### src/rtl/fix_rx_parser.sv
// fix_rx_parser: parses inbound FIX "tag=value<SOH>" bytes into tag/value events and verifies the CheckSum field
module fix_rx_parser #(
  parameter int TAG_W = 16,
  parameter logic [7:0] SOH = 8'h01
) (
  input  logic             clk,
  input  logic             rst,
  input  logic             new_message_i,
  input  logic             byte_valid_i,
  input  logic [7:0]       byte_i,
  output logic [TAG_W-1:0] tag_o,
  output logic             tag_valid_o,
  output logic [7:0]       value_o,
  output logic             value_valid_o,
  output logic             field_end_o,
  output logic             msg_end_o,
  output logic             checksum_ok_o,
  output logic             abort_o,
  output logic             err_o,
  output logic [2:0]       err_code_o
);
  typedef enum logic [2:0] {IDLE, TAG, VALUE, CKSUM, DONE, ERR} state_t;
  state_t state, st;
  logic [TAG_W-1:0] tag_acc, acc;
  logic [TAG_W+3:0] prod;
  logic [7:0] sum, fsum, s, fs;
  logic [9:0] ck, c;
  logic [2:0] nck, n, ec;
  logic [3:0] d;
  logic has_dig, hd, started, is_dig, ovf, take;
  // st/acc/s/... are the state as seen by this byte: new_message_i restarts the message first
  always_comb begin
    st = new_message_i ? TAG : state;
    acc = new_message_i ? '0 : tag_acc;
    hd = ~new_message_i & has_dig;
    s = new_message_i ? '0 : sum;
    fs = new_message_i ? '0 : fsum;
    c = new_message_i ? '0 : ck;
    n = new_message_i ? '0 : nck;
    is_dig = byte_i >= 8'h30 && byte_i <= 8'h39;
    d = byte_i[3:0];
    prod = {4'b0, acc} * (TAG_W+4)'(10) + (TAG_W+4)'(d);
    ovf = |prod[TAG_W+3:TAG_W];
    take = byte_valid_i && (st == TAG || st == VALUE || st == CKSUM);
    ec = !take ? 3'd0
       : st == TAG ? (is_dig ? (ovf ? 3'd3 : 3'd0) : byte_i == 8'h3d ? (hd ? 3'd0 : 3'd2) : byte_i == SOH ? 3'd4 : 3'd1)
       : st == CKSUM ? (is_dig ? (n == 3'd3 ? 3'd5 : 3'd0) : (byte_i != SOH || n != 3'd3) ? 3'd5 : c != {2'b0, fs} ? 3'd6 : 3'd0)
       : 3'd0;
  end
  always_ff @(posedge clk) begin
    if (rst) begin
      state <= IDLE;
      tag_acc <= '0;
      has_dig <= 1'b0;
      started <= 1'b0;
      sum <= '0;
      fsum <= '0;
      ck <= '0;
      nck <= '0;
      tag_o <= '0;
      tag_valid_o <= 1'b0;
      value_o <= '0;
      value_valid_o <= 1'b0;
      field_end_o <= 1'b0;
      msg_end_o <= 1'b0;
      checksum_ok_o <= 1'b0;
      abort_o <= 1'b0;
      err_o <= 1'b0;
      err_code_o <= '0;
    end else begin
      tag_valid_o <= 1'b0;
      value_valid_o <= 1'b0;
      field_end_o <= 1'b0;
      msg_end_o <= 1'b0;
      abort_o <= 1'b0;
      err_o <= 1'b0;
      if (new_message_i) begin
        abort_o <= (state == TAG && started) || state == VALUE || state == CKSUM;
        state <= TAG;
        tag_acc <= '0;
        has_dig <= 1'b0;
        started <= 1'b0;
        sum <= '0;
        fsum <= '0;
        ck <= '0;
        nck <= '0;
        err_code_o <= '0;
        checksum_ok_o <= 1'b0;
      end
      if (take) begin
        sum <= s + byte_i;
        started <= 1'b1;
        if (ec != 3'd0 && ec != 3'd6) begin
          err_o <= 1'b1;
          err_code_o <= ec;
          state <= ERR;
        end else if (st == TAG) begin
          if (is_dig) begin
            tag_acc <= prod[TAG_W-1:0];
            has_dig <= 1'b1;
          end else begin
            tag_valid_o <= 1'b1;
            tag_o <= acc;
            state <= acc == TAG_W'(10) ? CKSUM : VALUE;
          end
        end else if (st == VALUE) begin
          if (byte_i == SOH) begin
            field_end_o <= 1'b1;
            tag_acc <= '0;
            has_dig <= 1'b0;
            fsum <= s + byte_i;
            state <= TAG;
          end else begin
            value_valid_o <= 1'b1;
            value_o <= byte_i;
          end
        end else if (is_dig) begin
          value_valid_o <= 1'b1;
          value_o <= byte_i;
          ck <= c * 10'd10 + {6'b0, d};
          nck <= n + 3'd1;
        end else begin
          field_end_o <= 1'b1;
          msg_end_o <= 1'b1;
          checksum_ok_o <= ec == 3'd0;
          err_o <= ec != 3'd0;
          err_code_o <= ec;
          state <= DONE;
        end
      end
    end
  end
endmodule

### config.mk
export PLATFORM = sky130hd
export DESIGN_NAME = fix_rx_parser
export DESIGN_NICKNAME = d
export VERILOG_FILES = /design/src/rtl/fix_rx_parser.sv
export SDC_FILE = /design/constraint.sdc
export NUM_CORES = 1
export LEC_CHECK = 0
export ABC_AREA = 1
export CAP_MARGIN = 20
export CORE_UTILIZATION = 40
export CTS_BUF_LIST = sky130_fd_sc_hd__clkbuf_2
export DETAILED_ROUTE_END_ITERATION = 16
export GPL_TIMING_DRIVEN = 0
export SYNTH_ARGS = -nofsm -noshare
export SYNTH_HDL_FRONTEND = slang
export SYNTH_SLANG_ARGS = --single-unit
### constraint.sdc
create_clock -name clk -period 5.7 [get_ports clk]
set_clock_uncertainty 0.05 [all_clocks]
set_input_delay 0.57 -clock clk [delete_from_list [all_inputs] [get_ports clk]]
set_output_delay 0.57 -clock clk [all_outputs]
set_load 0.005 [all_outputs]
# == Yosys cells after proc, flatten, opt, wreduce, memory -nomap -nowiden ==
# Index checks and enable logic that the tools add are counted.
# totals
reg_bits,84
latch_bits,0
ramBits,0
romBits,0
out_inout_bits,34
wordCells,150
memories,0
# op_classes
add_sub_neg,4
n_mul,2
div,0
magnitude_cmp,2
eq_ne,15
shift,0
muxes,82
n_bitwise,6
reduce_logical,21
# ops
cell,count
$mux 16,7
$mux 3,30
$mux 8,11
$mux 10,6
$mux 1,26
$add 20x4->20,1
$mul 16x3->19 const B,1
$eq 16x4->1 const B,1
$eq 3x2->1 const B,5
$reduce_or 4->1,3
$add 10x4->10,1
$mul 10x3->9 const B,1
$ne 10x8->1,1
$add 8x8->8,1
$eq 8x1->1 const B,1
$eq 8x6->1 const B,1
$ge 8x6->1 const B,1
$le 8x6->1 const B,1
$ne 8x1->1 const B,1
$eq 3x1->1 const B,2
$logic_or 1x1->1,5
$not 1->1,5
$reduce_and 5->1,1
$reduce_or 5->1,1
other kinds (12),18

# == Longest topological paths before layout ==
# logic_depth
word_depth,14
depth_mapped,33
mapped_depth_nobuf,31

# == Worst setup path before layout ==
# OpenSTA, ideal clock, no wires.
# synth_timing
kind,input -> register
from,input new_message_i
to,register nck[0]
t_arrival_ns,4.151
path_slack_ns,1.386
cell_stages,26
path_buffers,4
cell_sequence,buf_1 -> clkbuf_1 -> clkbuf_1 -> nor2_1 -> ha_1 -> ha_1 -> nand2_1 -> nand2_1 -> a21oi_1 -> nand2_2 -> nand2_2 -> nand2_4 -> nor2_8 -> nand3_1 -> nor2_1 -> xor2_1 -> nor2_2 -> nand2_2 -> nand3_1 -> nand2_1 -> nand2_1 -> nor2_4 -> nand2_2 -> buf_2 -> nor2_1 -> nor2_1
# synth_between
elab_chain_cells,12
elab_cells_between_ends,40
classes_between,add/sub (2); mul (1); eq/ne (7); mux (21); bitwise (2); reduce/logical (7)
# synth_lines
item,line_no,text
start: declaration,8,"input logic new_message_i,"
$mux 16 (*),34,acc = new_message_i ? '0 : tag_acc;
named net acc[5],24,"logic [TAG_W-1:0] tag_acc, acc;"
$mul 16x3->19 (*),42,"prod = {4'b0, acc} * (TAG_W+4)'(10) + (TAG_W+4)'(d);"
$add 20x4->20 (*),42,
$reduce_or 4->1 (*),43,ovf = |prod[TAG_W+3:TAG_W];
$mux 2 (*),46,: st == TAG ? (is_dig ? (ovf ? 3'd3 : 3'd0) : byte_i == 8'h3d ? (hd ? 3'd0 : 3'd2) : byte_i == SOH ? 3'd4 : 3' ...
$mux 3 (*) (2 in series),46,
$mux 3 (*),45,ec = !take ? 3'd0
$ne 3x3->1 / $reduce_bool 3->1 (equally long branches),93,if (ec != 3'd0 && ec != 3'd6) begin
$logic_and 1x1->1 (*),93,
$mux 3 (*),93,
$mux 3 (*),90,if (take) begin
end signal: assignment,121,nck <= n + 3'd1;
end: declaration,28,"logic [2:0] nck, n, ec;"
# Mark *: on every way through the listed nets, which the timed path passes. The rest lies on a longest branch.
# A chain may end at the register's enable or synchronous reset.

# == Final worst setup path ==
# layout_timing
from,input new_message_i
to,register tag_o[0]
# layout_between
elab_chain_cells,12
elab_cells_between_ends,36
classes_between,add/sub (1); mul (1); eq/ne (7); mux (16); bitwise (3); reduce/logical (8)
# layout_lines
item,line_no,text
$mux 16 (*),34,
named net acc[5],24,
$mul 16x3->19 (*),42,
$add 20x4->20 (*),42,
$reduce_or 4->1 (*),43,
$mux 2 (*),46,
$mux 3 (*) (2 in series),46,
$mux 3 (*),45,
$ne 3x3->1 / $reduce_bool 3->1 (equally long branches),93,
$logic_and 1x1->1 (*),93,
$not 1->1 (no line) (*),-,
$reduce_and 4->1 (no line) (*),-,
end signal: assignment,60,tag_o <= '0;
end signal: assignment,103,tag_o <= acc;
end: declaration,11,"output logic [TAG_W-1:0] tag_o,"
# Marked as above.

==> summary.txt <==
Critical path
  • Worst endpoint required time: 6.22 ns
  • Worst Path Max Fanout: 10
  • WS Path Type: in2reg
  • Worst setup SP type: input port
  • Worst setup EP type: register
  • Data arrival, critical path: 5.73 ns

Placed design
  • DP Area: 7500 sq um
  • Pre-CTS worst setup slack: -0.858 ns
  • Dpl hpwl: 15800 microns
  • Port bufs: 44
  • Routability Congestion: 0.929

Finish
  • Share of cells above drive strength 1: 0.0742
  • Cell area after layout: 7630 sq um
  • Nets@finish: 1218
  • Final Util: 0.460
  • Area growth syn-to-layout: 12.5%

Timing
  • Crit share post-route: 0.916
  • Setup violation total in the final timing report: 0
  • Fin. max-slew vios: 0
  • TNS Setup: 0 ns
  • Slew margin rel.: 0.494
  • Worst-margin pin slew: 0.759 ns
  • Final hold vios: 0
  • Setup slack after layout: 0.482 ns
  • FMAX: 192 MHz
  • Final min period: 5.22 ns
  • RSZ-0062 raised after global routing: no

Route
  • Wire length per cell: 14.7 microns
  • Starting DRT DRC Count: 571
  • Initial DRT Pass Iterations: 5
  • Final ANT Viol Nets: 0
  • Residual DRC: 0
  • Vias: 6858
  • Via/cell ratio: 4.97
  • Total wire length: 20300 microns

Die
  • Initial Util: 0.409
  • I/O pin count: 46
  • Die width: 132 microns
  • Die area: 17500 sq um
  • # rows: 47
  • Die Height: 132 microns
  • Core Region: 16600 sq um

Synth
  • Synth Warn #: 0
  • Count leader, synth: nand2_1
  • Synth cell count leaders: 290 x nand2_1, 173 x inv_1, 168 x nor2_1
  • Syn Inst Count: 1099
  • Syn_area_per_cell: 6.17 sq um
  • Yosys top cell area share: 0.248
  • Yosys cell types: 52
  • Seq/Total Area, Yosys: 0.248
  • Mapped Area: 6780 sq um
  • Number of synthesized flops with an enable pin: 0
  • Top cells by area, synth: dfxtp_1 25%, nand2_1 16%, inv_1 9.6%
  • FF+latch count, synth: 84
  • Largest area contributor in the netlist: dfxtp_1
  • Main synth FF type: dfxtp_1
  • Ys async rst share: 0
  • Net Count, Synth: 1163

Clock network
  • CTS tree: done
  • TritonCTS buffer count: 9
  • Clock sinks: 84
  • Root Driver: clkbuf_2
  • Worst skew pair latency: 0.65 ns
  • Bufs on Longest Clock Path: 2
  • Reg clk slew, reported paths: 0.27 ns
  • CTS H-tree lvls: 3

Pwr
  • Peak VDD IR: 0.0000860 V
  • Pwr/cell area: 174 nW/um^2
  • Leak Pwr: 3.80 nW

Global route
  • First-pass GRT wire length: 33000 microns
  • Number of antenna violations at the first check in global routing: 1
  • Vias in the first global route: 6328
  • Total track usage: 0.240
  • GRT overflow: 0
  • Maximum number of pins on one net before global-route repair: 17

Job
  • Total of max-cap violations: 0

Run status
  • Run status: completed

Min path
  • Worst min path class: reg2reg
logic make-up after synthesis:
group	Yosys count	share of synthesized area
XOR/XNOR	29	0.0386
AO/OA/AOI/OAI	146	0.120
AND/OR/NAND/NOR	574	0.367
adder cells (fa/ha/maj)	52	0.101
flip-flops	84	0.248
buffers and inverters	214	0.126
where the power goes:
| part | total, mW | switching, mW | internal, mW |
|---|---|---|---|
| registers | 0.635 | 0.0142 | 0.621 |
| logic | 0.335 | 0.219 | 0.116 |
| clock network | 0.360 | 0.250 | 0.109 |
| total | 1.33 | 0.483 | 0.847 |
routing by layer:
metal / routed length, microns / global-route usage / vias to the layer above / share of wire
li1: - / - / 3561 / -
met1: 10000 / 0.332 / 3081 / 0.49
met2: 8970 / 0.389 / 187 / 0.44
met3: 963 / 0.0338 / 29 / 0.047
met4: 387 / 0.0658 / 0 / 0.019
met5: 0 / 0 / - / 0
stage by stage:
stage	cells	total power, mW	hold WS, ns
floorplan	1099	0.854	0.390
global placement	1363	0.976	0.384
detailed placement	1363	0.977	0.386
CTS	1379	1.33	0.413
global route	1380	1.40	0.388
finish	1380	1.33	0.409
placed cells by master (no fill, tap or decap), drive strengths merged, types with 2 or more instances in the layout:
cell type | Yosys | final
nor4 | 4 | 4
fa | 5 | 5
o22ai | 11 | 11
a21oi | 63 | 63
a31oi | 2 | 2
o21bai | 2 | 2
ha | 47 | 47
dfxtp | 84 | 84
and2 | 2 | 2
buf | 20 | 19
xnor2 | 8 | 8
nand3b | 2 | 2
nand2 | 310 | 310
clkdlybuf4s50 | 0 | 44
or2 | 3 | 3
nand3 | 52 | 52
nand4 | 13 | 13
o211ai | 6 | 6
o21ai | 54 | 54
clkbuf | 11 | 21
xor2 | 21 | 21
clkinv | 2 | 3
nor2 | 177 | 177
o2111ai | 3 | 3
nor3 | 10 | 10
inv | 181 | 185
final timing paths:
check,start,to,slack (ns),cells past startpoint
min,tag_o[6],tag_o[6],0.41,2
max,new_message_i,tag_o[0],0.48,27
min reg2reg,tag_o[6],tag_o[6],0.41,2
max reg2reg,tag_acc[1],tag_o[0],0.88,27
flip-flops by register name, indices dropped and copies added, names as in the netlist, 3 cells and up:
| signal | cells |
|---|---|
| state | 3 |
| ck | 10 |
| value_o | 8 |
| sum | 8 |
| tag_o | 16 |
| nck | 3 |
| err_code_o | 3 |
| fsum | 8 |
| tag_acc | 16 |
area by class of cell:
class	instances	area, sq um
clock buffers	9	45.0
diodes	1	2.50
multi-input cells	801	4250
well taps	220	275
plain buffers	31	169
repair buffers	44	440
clock inverters	7	81.3
fillers	1841	8950
flip-flops and latches	84	1680
inverters	183	687
worst max-delay path, cell delays in order:
cell	delay [ns]
clkdlybuf4s50_1	0.49
clkbuf_2	0.28
clkbuf_2	0.29
clkbuf_2	0.30
nor2_1	0.49
ha_1	0.33
ha_1	0.35
nand2_1	0.13
nor2_1	0.21
nand3_1	0.15
nand2_1	0.09
nand2_1	0.06
nand2_2	0.11
nand3_1	0.18
nor3_4	0.22
nand3_1	0.10
nand2_1	0.07
nand2_1	0.06
nor2_2	0.09
nand2_2	0.13
o21ai_1	0.11
nand2_1	0.11
nand2_4	0.13
nand2_2	0.14
buf_2	0.23
nor2_1	0.21
nor2_1	0.08
repair_timing:
action,in CTS,in global routing
pin swaps,0,0
buffers inserted,0,0
resized for setup,1,3
hold buffers,0,0
setup endpoints to repair,34,62
Note: power is estimated with default switching activity, not from simulation.
